--- config.mk ---
export PLATFORM = sky130hd
export DESIGN_NAME = multicycle_sequencer_flat
export DESIGN_NICKNAME = d
export VERILOG_FILES = /design/src/rtl/multicycle_sequencer_if.sv /design/src/rtl/multicycle_sequencer.sv /design/src/flat_wrapper.sv
export SDC_FILE = /design/constraint.sdc
export NUM_CORES = 1
export LEC_CHECK = 0
export ABC_AREA = 0
export BUFFER_PORTS_ARGS = -buffer_cell sky130_fd_sc_hd__buf_2
export CAP_MARGIN = 0
export CELL_PAD_IN_SITES_DETAIL_PLACEMENT = 1
export CELL_PAD_IN_SITES_GLOBAL_PLACEMENT = 1
export CORE_MARGIN = 5
export CORE_UTILIZATION = 38
export DETAILED_ROUTE_END_ITERATION = 6
export PLACE_DENSITY_LB_ADDON = 0.1
export SLEW_MARGIN = 40
export SYNTH_ARGS = -nofsm -noshare
export SYNTH_HDL_FRONTEND = slang
export SYNTH_SLANG_ARGS = --single-unit
--- constraint.sdc ---
create_clock -name clk -period 2.4 [get_ports clk]
set_input_delay 0.12 -clock clk [delete_from_list [all_inputs] [get_ports clk]]
set_output_delay 0.12 -clock clk [all_outputs]
set_load 0.1 [all_outputs]
--- src/rtl/multicycle_sequencer_if.sv ---
// rtl/multicycle_sequencer_if.sv - decoder/memory/datapath bundle for the multi-cycle sequencer
interface multicycle_sequencer_if #(
   parameter int RETIRE_W = 32
);
   logic [6:0]          opcode;
   logic                cu_reg_write;
   logic                cu_mem_read;
   logic                cu_mem_write;
   logic                cu_branch;
   logic                cu_jump;
   logic                zero;
   logic                imem_ready;
   logic                dmem_ready;
   logic                imem_req;
   logic                ir_write;
   logic                dmem_req;
   logic                dmem_we;
   logic                rf_we;
   logic                pc_write;
   logic                pc_src;
   logic [2:0]          state;
   logic                busy;
   logic                timeout_err;
   logic [RETIRE_W-1:0] instret;

   modport slave (
      input  opcode, cu_reg_write, cu_mem_read, cu_mem_write, cu_branch, cu_jump, zero,
             imem_ready, dmem_ready,
      output imem_req, ir_write, dmem_req, dmem_we, rf_we, pc_write, pc_src,
             state, busy, timeout_err, instret
   );

   modport master (
      output opcode, cu_reg_write, cu_mem_read, cu_mem_write, cu_branch, cu_jump, zero,
             imem_ready, dmem_ready,
      input  imem_req, ir_write, dmem_req, dmem_we, rf_we, pc_write, pc_src,
             state, busy, timeout_err, instret
   );
endinterface

--- src/rtl/multicycle_sequencer.sv ---
// rtl/multicycle_sequencer.sv - RV32I multi-cycle control sequencer with memory timeouts and instret
// SEQ_ILLEGAL_TRAP_EN: illegal opcodes enter TRAP instead of retiring as a NOP.
module multicycle_sequencer #(
   parameter int MEM_TIMEOUT = 15,
   parameter int RETIRE_W    = 32
) (
   input logic                   clk,
   input logic                   rst,
   multicycle_sequencer_if.slave bus
);
   localparam logic [2:0] S_FETCH  = 3'd0;
   localparam logic [2:0] S_DECODE = 3'd1;
   localparam logic [2:0] S_EXEC   = 3'd2;
   localparam logic [2:0] S_MEM    = 3'd3;
   localparam logic [2:0] S_WB     = 3'd4;
   localparam logic [2:0] S_TRAP   = 3'd5;

   localparam int              WAIT_W     = (MEM_TIMEOUT < 2) ? 1 : $clog2(MEM_TIMEOUT + 1);
   localparam logic [WAIT_W-1:0] WAIT_LAST = (MEM_TIMEOUT == 0) ? '0 : WAIT_W'(MEM_TIMEOUT - 1);
   localparam bit              TIMEOUT_EN = (MEM_TIMEOUT != 0);

   logic [2:0]          state_q, state_d;
   logic [WAIT_W-1:0]   wait_q, wait_d;
   logic                err_q, err_d;
   logic [RETIRE_W-1:0] instret_q, instret_d;
   logic                retire;
   logic                legal;
   logic                wait_hit;
   logic                imem_req, ir_write, dmem_req, dmem_we, rf_we, pc_write, pc_src;

   always_comb begin
      case (bus.opcode)
         7'b0110011, 7'b0010011, 7'b0000011, 7'b0100011, 7'b1100011,
         7'b1101111, 7'b1100111, 7'b0110111, 7'b0010111: legal = 1'b1;
         default:                                        legal = 1'b0;
      endcase
   end

   // Fault fires on the cycle the wait would reach the limit; a ready in that same cycle wins.
   assign wait_hit = TIMEOUT_EN && (wait_q == WAIT_LAST);

   always_comb begin
      state_d  = state_q;
      wait_d   = wait_q;
      err_d    = err_q;
      retire   = 1'b0;
      imem_req = 1'b0;
      ir_write = 1'b0;
      dmem_req = 1'b0;
      dmem_we  = 1'b0;
      rf_we    = 1'b0;
      pc_write = 1'b0;
      pc_src   = 1'b0;
      case (state_q)
         S_FETCH: begin
            imem_req = 1'b1;
            if (bus.imem_ready) begin
               ir_write = 1'b1;
               state_d  = S_DECODE;
            end else if (wait_hit) begin
               err_d   = 1'b1;
               state_d = S_TRAP;
            end else begin
               wait_d = wait_q + WAIT_W'(1);
            end
         end
         S_DECODE: begin
            if (legal) begin
               state_d = S_EXEC;
            end else begin
`ifdef SEQ_ILLEGAL_TRAP_EN
               state_d = S_TRAP;
`else
               pc_write = 1'b1;
               retire   = 1'b1;
               state_d  = S_FETCH;
`endif
            end
         end
         S_EXEC: begin
            if (bus.cu_branch) begin
               pc_write = 1'b1;
               pc_src   = bus.zero;
               retire   = 1'b1;
               state_d  = S_FETCH;
            end else if (bus.cu_jump) begin
               state_d = S_WB;
            end else if (bus.cu_mem_read || bus.cu_mem_write) begin
               state_d = S_MEM;
            end else if (bus.cu_reg_write) begin
               state_d = S_WB;
            end else begin
               pc_write = 1'b1;
               retire   = 1'b1;
               state_d  = S_FETCH;
            end
         end
         S_MEM: begin
            dmem_req = 1'b1;
            dmem_we  = bus.cu_mem_write;
            if (bus.dmem_ready) begin
               if (bus.cu_mem_write) begin
                  pc_write = 1'b1;
                  retire   = 1'b1;
                  state_d  = S_FETCH;
               end else begin
                  state_d = S_WB;
               end
            end else if (wait_hit) begin
               err_d   = 1'b1;
               state_d = S_TRAP;
            end else begin
               wait_d = wait_q + WAIT_W'(1);
            end
         end
         S_WB: begin
            rf_we    = bus.cu_reg_write;
            pc_write = 1'b1;
            pc_src   = bus.cu_jump;
            retire   = 1'b1;
            state_d  = S_FETCH;
         end
         S_TRAP:  state_d = S_TRAP;
         default: state_d = S_TRAP;
      endcase
      // Every state change starts a fresh wait window for the next FETCH or MEM.
      if (state_d != state_q) wait_d = '0;
      instret_d = retire ? instret_q + RETIRE_W'(1) : instret_q;
   end

   always_ff @(posedge clk) begin
      if (rst) begin
         state_q   <= S_FETCH;
         wait_q    <= '0;
         err_q     <= 1'b0;
         instret_q <= '0;
      end else begin
         state_q   <= state_d;
         wait_q    <= wait_d;
         err_q     <= err_d;
         instret_q <= instret_d;
      end
   end

   assign bus.imem_req    = imem_req & ~rst;
   assign bus.ir_write    = ir_write & ~rst;
   assign bus.dmem_req    = dmem_req & ~rst;
   assign bus.dmem_we     = dmem_we  & ~rst;
   assign bus.rf_we       = rf_we    & ~rst;
   assign bus.pc_write    = pc_write & ~rst;
   assign bus.pc_src      = pc_src   & ~rst;
   assign bus.state       = state_q;
   assign bus.busy        = (state_q != S_TRAP);
   assign bus.timeout_err = err_q;
   assign bus.instret     = instret_q;
endmodule

--- src/flat_wrapper.sv ---
// flat-port wrapper written by rule: the top's interface ports become plain ports
module multicycle_sequencer_flat 
#(
   parameter int MEM_TIMEOUT = 15,
   parameter int RETIRE_W    = 32
)
  (clk, rst, bus_opcode, bus_cu_reg_write, bus_cu_mem_read, bus_cu_mem_write, bus_cu_branch, bus_cu_jump, bus_zero, bus_imem_ready, bus_dmem_ready, bus_imem_req, bus_ir_write, bus_dmem_req, bus_dmem_we, bus_rf_we, bus_pc_write, bus_pc_src, bus_state, bus_busy, bus_timeout_err, bus_instret);
  multicycle_sequencer_if #(.RETIRE_W(RETIRE_W)) bus_i ();
  input logic clk;
  input logic rst;
  input wire logic [$bits(bus_i.opcode)-1:0] bus_opcode;
  input wire logic [$bits(bus_i.cu_reg_write)-1:0] bus_cu_reg_write;
  input wire logic [$bits(bus_i.cu_mem_read)-1:0] bus_cu_mem_read;
  input wire logic [$bits(bus_i.cu_mem_write)-1:0] bus_cu_mem_write;
  input wire logic [$bits(bus_i.cu_branch)-1:0] bus_cu_branch;
  input wire logic [$bits(bus_i.cu_jump)-1:0] bus_cu_jump;
  input wire logic [$bits(bus_i.zero)-1:0] bus_zero;
  input wire logic [$bits(bus_i.imem_ready)-1:0] bus_imem_ready;
  input wire logic [$bits(bus_i.dmem_ready)-1:0] bus_dmem_ready;
  output wire logic [$bits(bus_i.imem_req)-1:0] bus_imem_req;
  output wire logic [$bits(bus_i.ir_write)-1:0] bus_ir_write;
  output wire logic [$bits(bus_i.dmem_req)-1:0] bus_dmem_req;
  output wire logic [$bits(bus_i.dmem_we)-1:0] bus_dmem_we;
  output wire logic [$bits(bus_i.rf_we)-1:0] bus_rf_we;
  output wire logic [$bits(bus_i.pc_write)-1:0] bus_pc_write;
  output wire logic [$bits(bus_i.pc_src)-1:0] bus_pc_src;
  output wire logic [$bits(bus_i.state)-1:0] bus_state;
  output wire logic [$bits(bus_i.busy)-1:0] bus_busy;
  output wire logic [$bits(bus_i.timeout_err)-1:0] bus_timeout_err;
  output wire logic [$bits(bus_i.instret)-1:0] bus_instret;
  assign bus_i.opcode = bus_opcode;
  assign bus_i.cu_reg_write = bus_cu_reg_write;
  assign bus_i.cu_mem_read = bus_cu_mem_read;
  assign bus_i.cu_mem_write = bus_cu_mem_write;
  assign bus_i.cu_branch = bus_cu_branch;
  assign bus_i.cu_jump = bus_cu_jump;
  assign bus_i.zero = bus_zero;
  assign bus_i.imem_ready = bus_imem_ready;
  assign bus_i.dmem_ready = bus_dmem_ready;
  assign bus_imem_req = bus_i.imem_req;
  assign bus_ir_write = bus_i.ir_write;
  assign bus_dmem_req = bus_i.dmem_req;
  assign bus_dmem_we = bus_i.dmem_we;
  assign bus_rf_we = bus_i.rf_we;
  assign bus_pc_write = bus_i.pc_write;
  assign bus_pc_src = bus_i.pc_src;
  assign bus_state = bus_i.state;
  assign bus_busy = bus_i.busy;
  assign bus_timeout_err = bus_i.timeout_err;
  assign bus_instret = bus_i.instret;
  multicycle_sequencer #(.MEM_TIMEOUT(MEM_TIMEOUT), .RETIRE_W(RETIRE_W)) u_core (.clk(clk), .rst(rst), .bus(bus_i));
endmodule
* Word-level counts from Yosys, hierarchy flattened
Cells that the tools add are included.
** Word-level totals
- Flip-flop bits (word level) :: 40
- Output and inout port bits :: 44
- Bits of input ports :: 17
- Word-level logic and storage cells :: 73
** Cells by class
- Equality and inequality tests :: 18
- Bitwise operators :: 8
- Multiplexer cells :: 35
- $add $sub $neg :: 2
- Reductions and logical operators :: 6
** Operators with widths (number)
- $add 32x1->32 const B :: 1
- $mux 3 :: 8
- $eq 7x6->1 const B :: 3
- $eq 7x7->1 const B :: 3
- $mux 1 :: 18
- $pmux 3 s5 :: 1
- $eq 7x5->1 const B :: 2
- $mux 4 :: 3
- $reduce_or 9->1 :: 1
- $pmux 4 s2 :: 1
- $and 1x1->1 :: 7
- $eq 7x2->1 const B :: 1
- $eq 3x2->1 const B :: 2
- $add 4x1->4 const B :: 1
- $eq 4x4->1 const B :: 1
- $ne 2x2->1 const B :: 2
- $pmux 1 s2 :: 2
- $pmux 1 s4 :: 1
- $eq 3x1->1 const B :: 1
- $eq 3x3->1 const B :: 1
- $logic_not 3->1 :: 1
- $ne 3x3->1 :: 1
- $ne 3x3->1 const B :: 1
- $reduce_and 3->1 :: 1
- 5 further kinds :: 5

* Logic depth before layout (Yosys ltp)
- Depth in word-level cells :: 7
- Gate-level depth with buffers :: 8
- Mapped depth without buffers :: 7

* Least setup slack after synthesis
OpenSTA, ideal clock, no wires.
- Path type :: flip-flop to output port
- From :: register u_core.state_q[1], in the netlist u_core.bus.state[1]
- To :: output port bus_ir_write
- Buffers on the path :: 1
- Cell stages (with the launch flop) :: 4
- Data required time :: 2.280 ns
- Slack :: -2.708 ns
- Arrival :: 4.988 ns
- Cell sequence :: dfxtp_1 clkbuf_1 nor4_1 and2_1
** Between the ends
- Word-level cells in the longest chain between the ends :: 3
** Ends and longest elaborated chain
- start: declaration :: RTL line multicycle_sequencer.sv:22 : logic [2:0] state_q, state_d;
- start signal: assignment :: RTL line multicycle_sequencer.sv:138 : state_q <= state_d;
- $logic_not 3->1 :: RTL line multicycle_sequencer.sv:54 : case (state_q)
- $mux 1 :: RTL line multicycle_sequencer.sv:54
- $and 1x1->1 :: RTL line multicycle_sequencer.sv:146 : assign bus.ir_write = ir_write & ~rst;
- end: declaration :: RTL line flat_wrapper.sv:21 : output wire logic [$bits(bus_i.ir_write)-1:0] bus_ir_write;
Every way passes these cells.

* Worst setup path after layout
- From :: register u_core.state_q[2], in the netlist u_core.bus.state[2]
- To :: output port bus_pc_write
** Between the ends
- Word-level cells in the longest chain between the ends :: 3
- Elaborated cells between the ends (all ways) :: 6
- Classes of those cells :: 4 x eq/ne; 1 x mux; 1 x bitwise
** Ends and longest elaborated chain
- $eq 3x3->1, or another cell as far along :: RTL line multicycle_sequencer.sv:54
- $pmux 1 s4 * :: RTL line multicycle_sequencer.sv:54
- $and 1x1->1 * :: RTL line multicycle_sequencer.sv:150 : assign bus.pc_write = pc_write & ~rst;
- end: declaration :: RTL line flat_wrapper.sv:25 : output wire logic [$bits(bus_i.pc_write)-1:0] bus_pc_write;
Mark *: on every way between the ends. The rest lies on a longest branch, timed or not.

==> impl.org <==
** Status
- The flow ran to the end, and the final reports show no timing, DRC or antenna violations.

** Layout
- The area growth from synthesis to layout is 21.9%.
- For this run, the share of the core covered by cells in the final layout is 0.477.
- For this run, the post-layout net count is 364.
- Final standard cell area without fillers :: 0.00282 mm²
- The number of antenna diodes in the final layout is 0.
- In the final layout, the share of cells above drive strength 1 is 0.313.
- The filler cells instantiated in the layout total 745.

** Die
- Pin placement for this block handled 61 I/O pins.
- Core area :: 0.00592 mm²
- Starting density of the core :: 0.391
- The floorplan has 28 rows.
- Height of the chip :: 88.1 µm
- Die Span X :: 88.1 µm
- The die covers 0.00776 mm².

** Clock tree
- The clock passes through at most 2 buffers.
- After clock tree synthesis, the flow added hold-fix buffers numbering 0.
- Clk sink count :: 40
- Total number of H-tree levels :: 2
- In this run, CTS created clock tree buffers numbering 5.
- Root buf cell :: sky130_fd_sc_hd__clkbuf_8
- Clock-pin slew was measured on the worst setup and hold paths at 0.08 ns.
- Clock insertion delay at the later pin of the skew report :: 0.29 ns
- TritonCTS clock tree :: yes

** Logic synthesis
- Library cell occupying the most area in the post-synthesis netlist :: sky130_fd_sc_hd__dfxtp_1
- Async set-reset flop share out of synthesis :: 0
- The number of nets in the synthesized netlist is 311.
- Count of flip-flops with a built-in enable after synthesis :: 0
- For this run, the number of Yosys warnings is 0.
- Number of different library cells in the post-synthesis netlist :: 46
- Mapped cell area :: 0.00232 mm²
- For this run, the leading register cell type out of synthesis is sky130_fd_sc_hd__dfxtp_1.
- Part of the Yosys area used for sequential elements :: 0.346
- Of the post-synthesis cell area, the dominant cell type holds 0.346.
- In the post-synthesis netlist, the cell with the most instances is sky130_fd_sc_hd__dfxtp_1.
- Post-synthesis register bit count :: 40
- After synthesis, the mean cell area works out to 7.96 µm².
- The commonest cells after synthesis are 40 x sky130_fd_sc_hd__dfxtp_1, 36 x sky130_fd_sc_hd__a21oi_1, 20 x sky130_fd_sc_hd__o21ai_0.
- Cells taking the most area after synthesis :: sky130_fd_sc_hd__dfxtp_1 35%, sky130_fd_sc_hd__a21oi_1 7.8%, sky130_fd_sc_hd__or3_1 4.6%
- Cells after synthesis :: 291

** STA
- Setup repair after global routing left no endpoint under its margin.
- At the pin with the least slew margin, the transition time is 0.500 ns.
- Derived from the worst setup path, the maximum achievable clock frequency is 453 MHz.
- Sum of negative setup slack :: 0 ns
- Of the available clock period, the critical path in the final layout requires 0.920.
- Final-report setup violation count :: 0
- PnR worst setup slack :: 0.193 ns
- Max Clock Skew :: 0.0162 ns
- Final Hold Fails :: 0
- The worst path needs 2.21 ns of the cycle, external delays included.
- In this run the tightest slew margin relative to its limit is 0.664.
- Final hold analysis gives a worst-case slack of 0.257 ns.
- Max-slew violation total from the final report :: 0

** Detailed routing
- Once detail routing completed, the nets flagged for antenna violations numbered 0.
- Final routed wirelength across all metal layers :: 6650 µm
- Total iterations of the first detailed-routing run :: 4
- Using the TritonRoute via totals, the vias-per-cell ratio works out to 5.77.
- Starting DRC count in detailed routing :: 123
- The detailed router placed 2425 vias in this run.
- In the final routed layout, each cell accounts on average for 15.8 µm.
- In the routed design, unresolved DRC markers number 0.

** Setup path
- Together, buffers and inverters on the worst path number 2.
- By startpoint and endpoint, the worst setup path is classified as reg -> out.
- STA classifies the critical path startpoint as a register.
- Required time of the critical path :: 2.28 ns
- STA puts the critical path data arrival time at 2.09 ns.
- For this run, the slowest stage of the critical path takes 0.46 ns.
- The critical path goes through nand2b_1 > nor2_1 > a222oi_1 > buf_12 > nor2_2 > buf_2.
- STA classifies the critical path endpoint as an output pin.
- In this design, the largest share of critical-path delay is due to buffers and inverters.
- Of all nets on the critical path, the largest fanout is 63.
- Among all stages on the critical path, the largest delay is contributed by sky130_fd_sc_hd__a222oi_1.

** Place
- Before CTS, the worst setup slack after placement is 0.330 ns.
- RD Place Congestion :: 0.829
- The HPWL after detailed placement is 4850 µm.
- Number of buffers added on ports :: 60
- Placed instance area :: 0.00274 mm²

** Global routing
- The via count of the first global-routing pass was 2426.
- Overall routing resource usage :: 0.182
- Global-route wire length before repair :: 11500 µm
- Largest net degree at the start of global routing :: 64
- Antenna violations before repair :: 0
- Final global-route overflow total :: 0

** Hold path
- Class of the worst hold path :: in -> reg

** Pwr
- IR analysis of the VDD net gives a maximum drop of 0.000202 V.
- P per Cell Area :: 459 mW/mm²
- Static leakage :: 1.07 nW

** Job
- Max-cap violations in this run came to 0.
-- per-layer routing --
| metal | share of wire | vias to the layer above | track usage |
|---|---|---|---|
| li1 | - | 1204 | - |
| met1 | 0.49 | 1170 | 0.249 |
| met2 | 0.46 | 47 | 0.298 |
| met3 | 0.047 | 4 | 0.0348 |
| met4 | 0.0057 | 0 | 0.0398 |
| met5 | 0 | - | 0 |
-- stage by stage --
stage                     power [mW]  cells
final                           1.30    420
after CTS                       1.32    420
after detailed placement       0.868    412
after floorplan                0.827    291
after global routing            1.36    420
after global placement         0.865    412
-- placed cells by master, fill, tap and decap left out, types with 11 or more instances in the layout --
cell type / count
sky130_fd_sc_hd__dfxtp_1: 20
sky130_fd_sc_hd__or3_1: 17
sky130_fd_sc_hd__nor2_1: 14
sky130_fd_sc_hd__nand4_1: 11
sky130_fd_sc_hd__or4_1: 14
sky130_fd_sc_hd__a21oi_1: 36
sky130_fd_sc_hd__dfxtp_2: 17
sky130_fd_sc_hd__nand3_1: 19
sky130_fd_sc_hd__buf_2: 60
sky130_fd_sc_hd__o31ai_1: 13
sky130_fd_sc_hd__o21ai_0: 20
sky130_fd_sc_hd__nand2_1: 16
-- worst register-to-register path: cells and delay by family, from the launching register on --
kind            cells  cell delay [ns]
flops               1             0.39
compound gates      1             0.16
simple gates        4             1.47
-- worst paths after layout --
| path | depth (start not counted) | start | endpoint | slack (ns) |
|---|---|---|---|---|
| setup / recovery | 6 | u_core.bus.state[2]$_SDFF_PP0_ | bus_pc_write | 0.19 |
| hold / removal | 2 | rst | u_core.bus.instret[1]$_SDFFE_PP0N_ | 0.26 |
| setup reg to reg | 5 | u_core.bus.instret[10]$_SDFFE_PP0N_ | u_core.bus.instret[30]$_SDFFE_PP0N_ | 0.30 |
| hold reg to reg | 2 | u_core.bus.instret[31]$_SDFFE_PP0N_ | u_core.bus.instret[31]$_SDFFE_PP0N_ | 0.48 |
-- power by group --
part / switching, mW / leakage (nW) / total [mW] / internal (mW)
clock: 0.241 / 0.0412 / 0.445 / 0.204
sequential: 0.0124 / 0.334 / 0.680 / 0.667
combinational: 0.121 / 0.699 / 0.170 / 0.0492
total: 0.375 / 1.07 / 1.30 / 0.920
-- registers in the layout, indices dropped and copies added (netlist names) --
| signal | cells |
|---|---|
| u_core.wait_q | 4 |
| u_core.bus.instret | 32 |
| u_core.bus.state | 3 |
| u_core.bus.timeout_err | 1 |
-- kinds of logic after synthesis --
kind of cell / count (synthesis) / share of synthesized area
multiplexers: 3 / 0.0130
AO/OA/AOI/OAI: 85 / 0.230
XOR/XNOR: 4 / 0.0151
AND/OR/NAND/NOR: 129 / 0.324
flip-flops: 40 / 0.346
buffers and inverters: 27 / 0.0562
adder cells (fa/ha/maj): 3 / 0.0162
-- layout make-up --
class                   instances  area (µm²)  area share
multi-input cells             224        1430       0.507
clock buffers                   6        72.6      0.0257
clock inverters                 2        12.5     0.00443
well taps                      75        93.8      0.0332
flip-flops and latches         40         833       0.295
repair buffers                 65         350       0.124
inverters                       8        30.0      0.0106
-- repair_timing --
item                       CTS  global route
setup buffers                0             0
setup endpoints to repair    0             1
gates resized for setup      0             1
(Power assumes the default switching activity.)
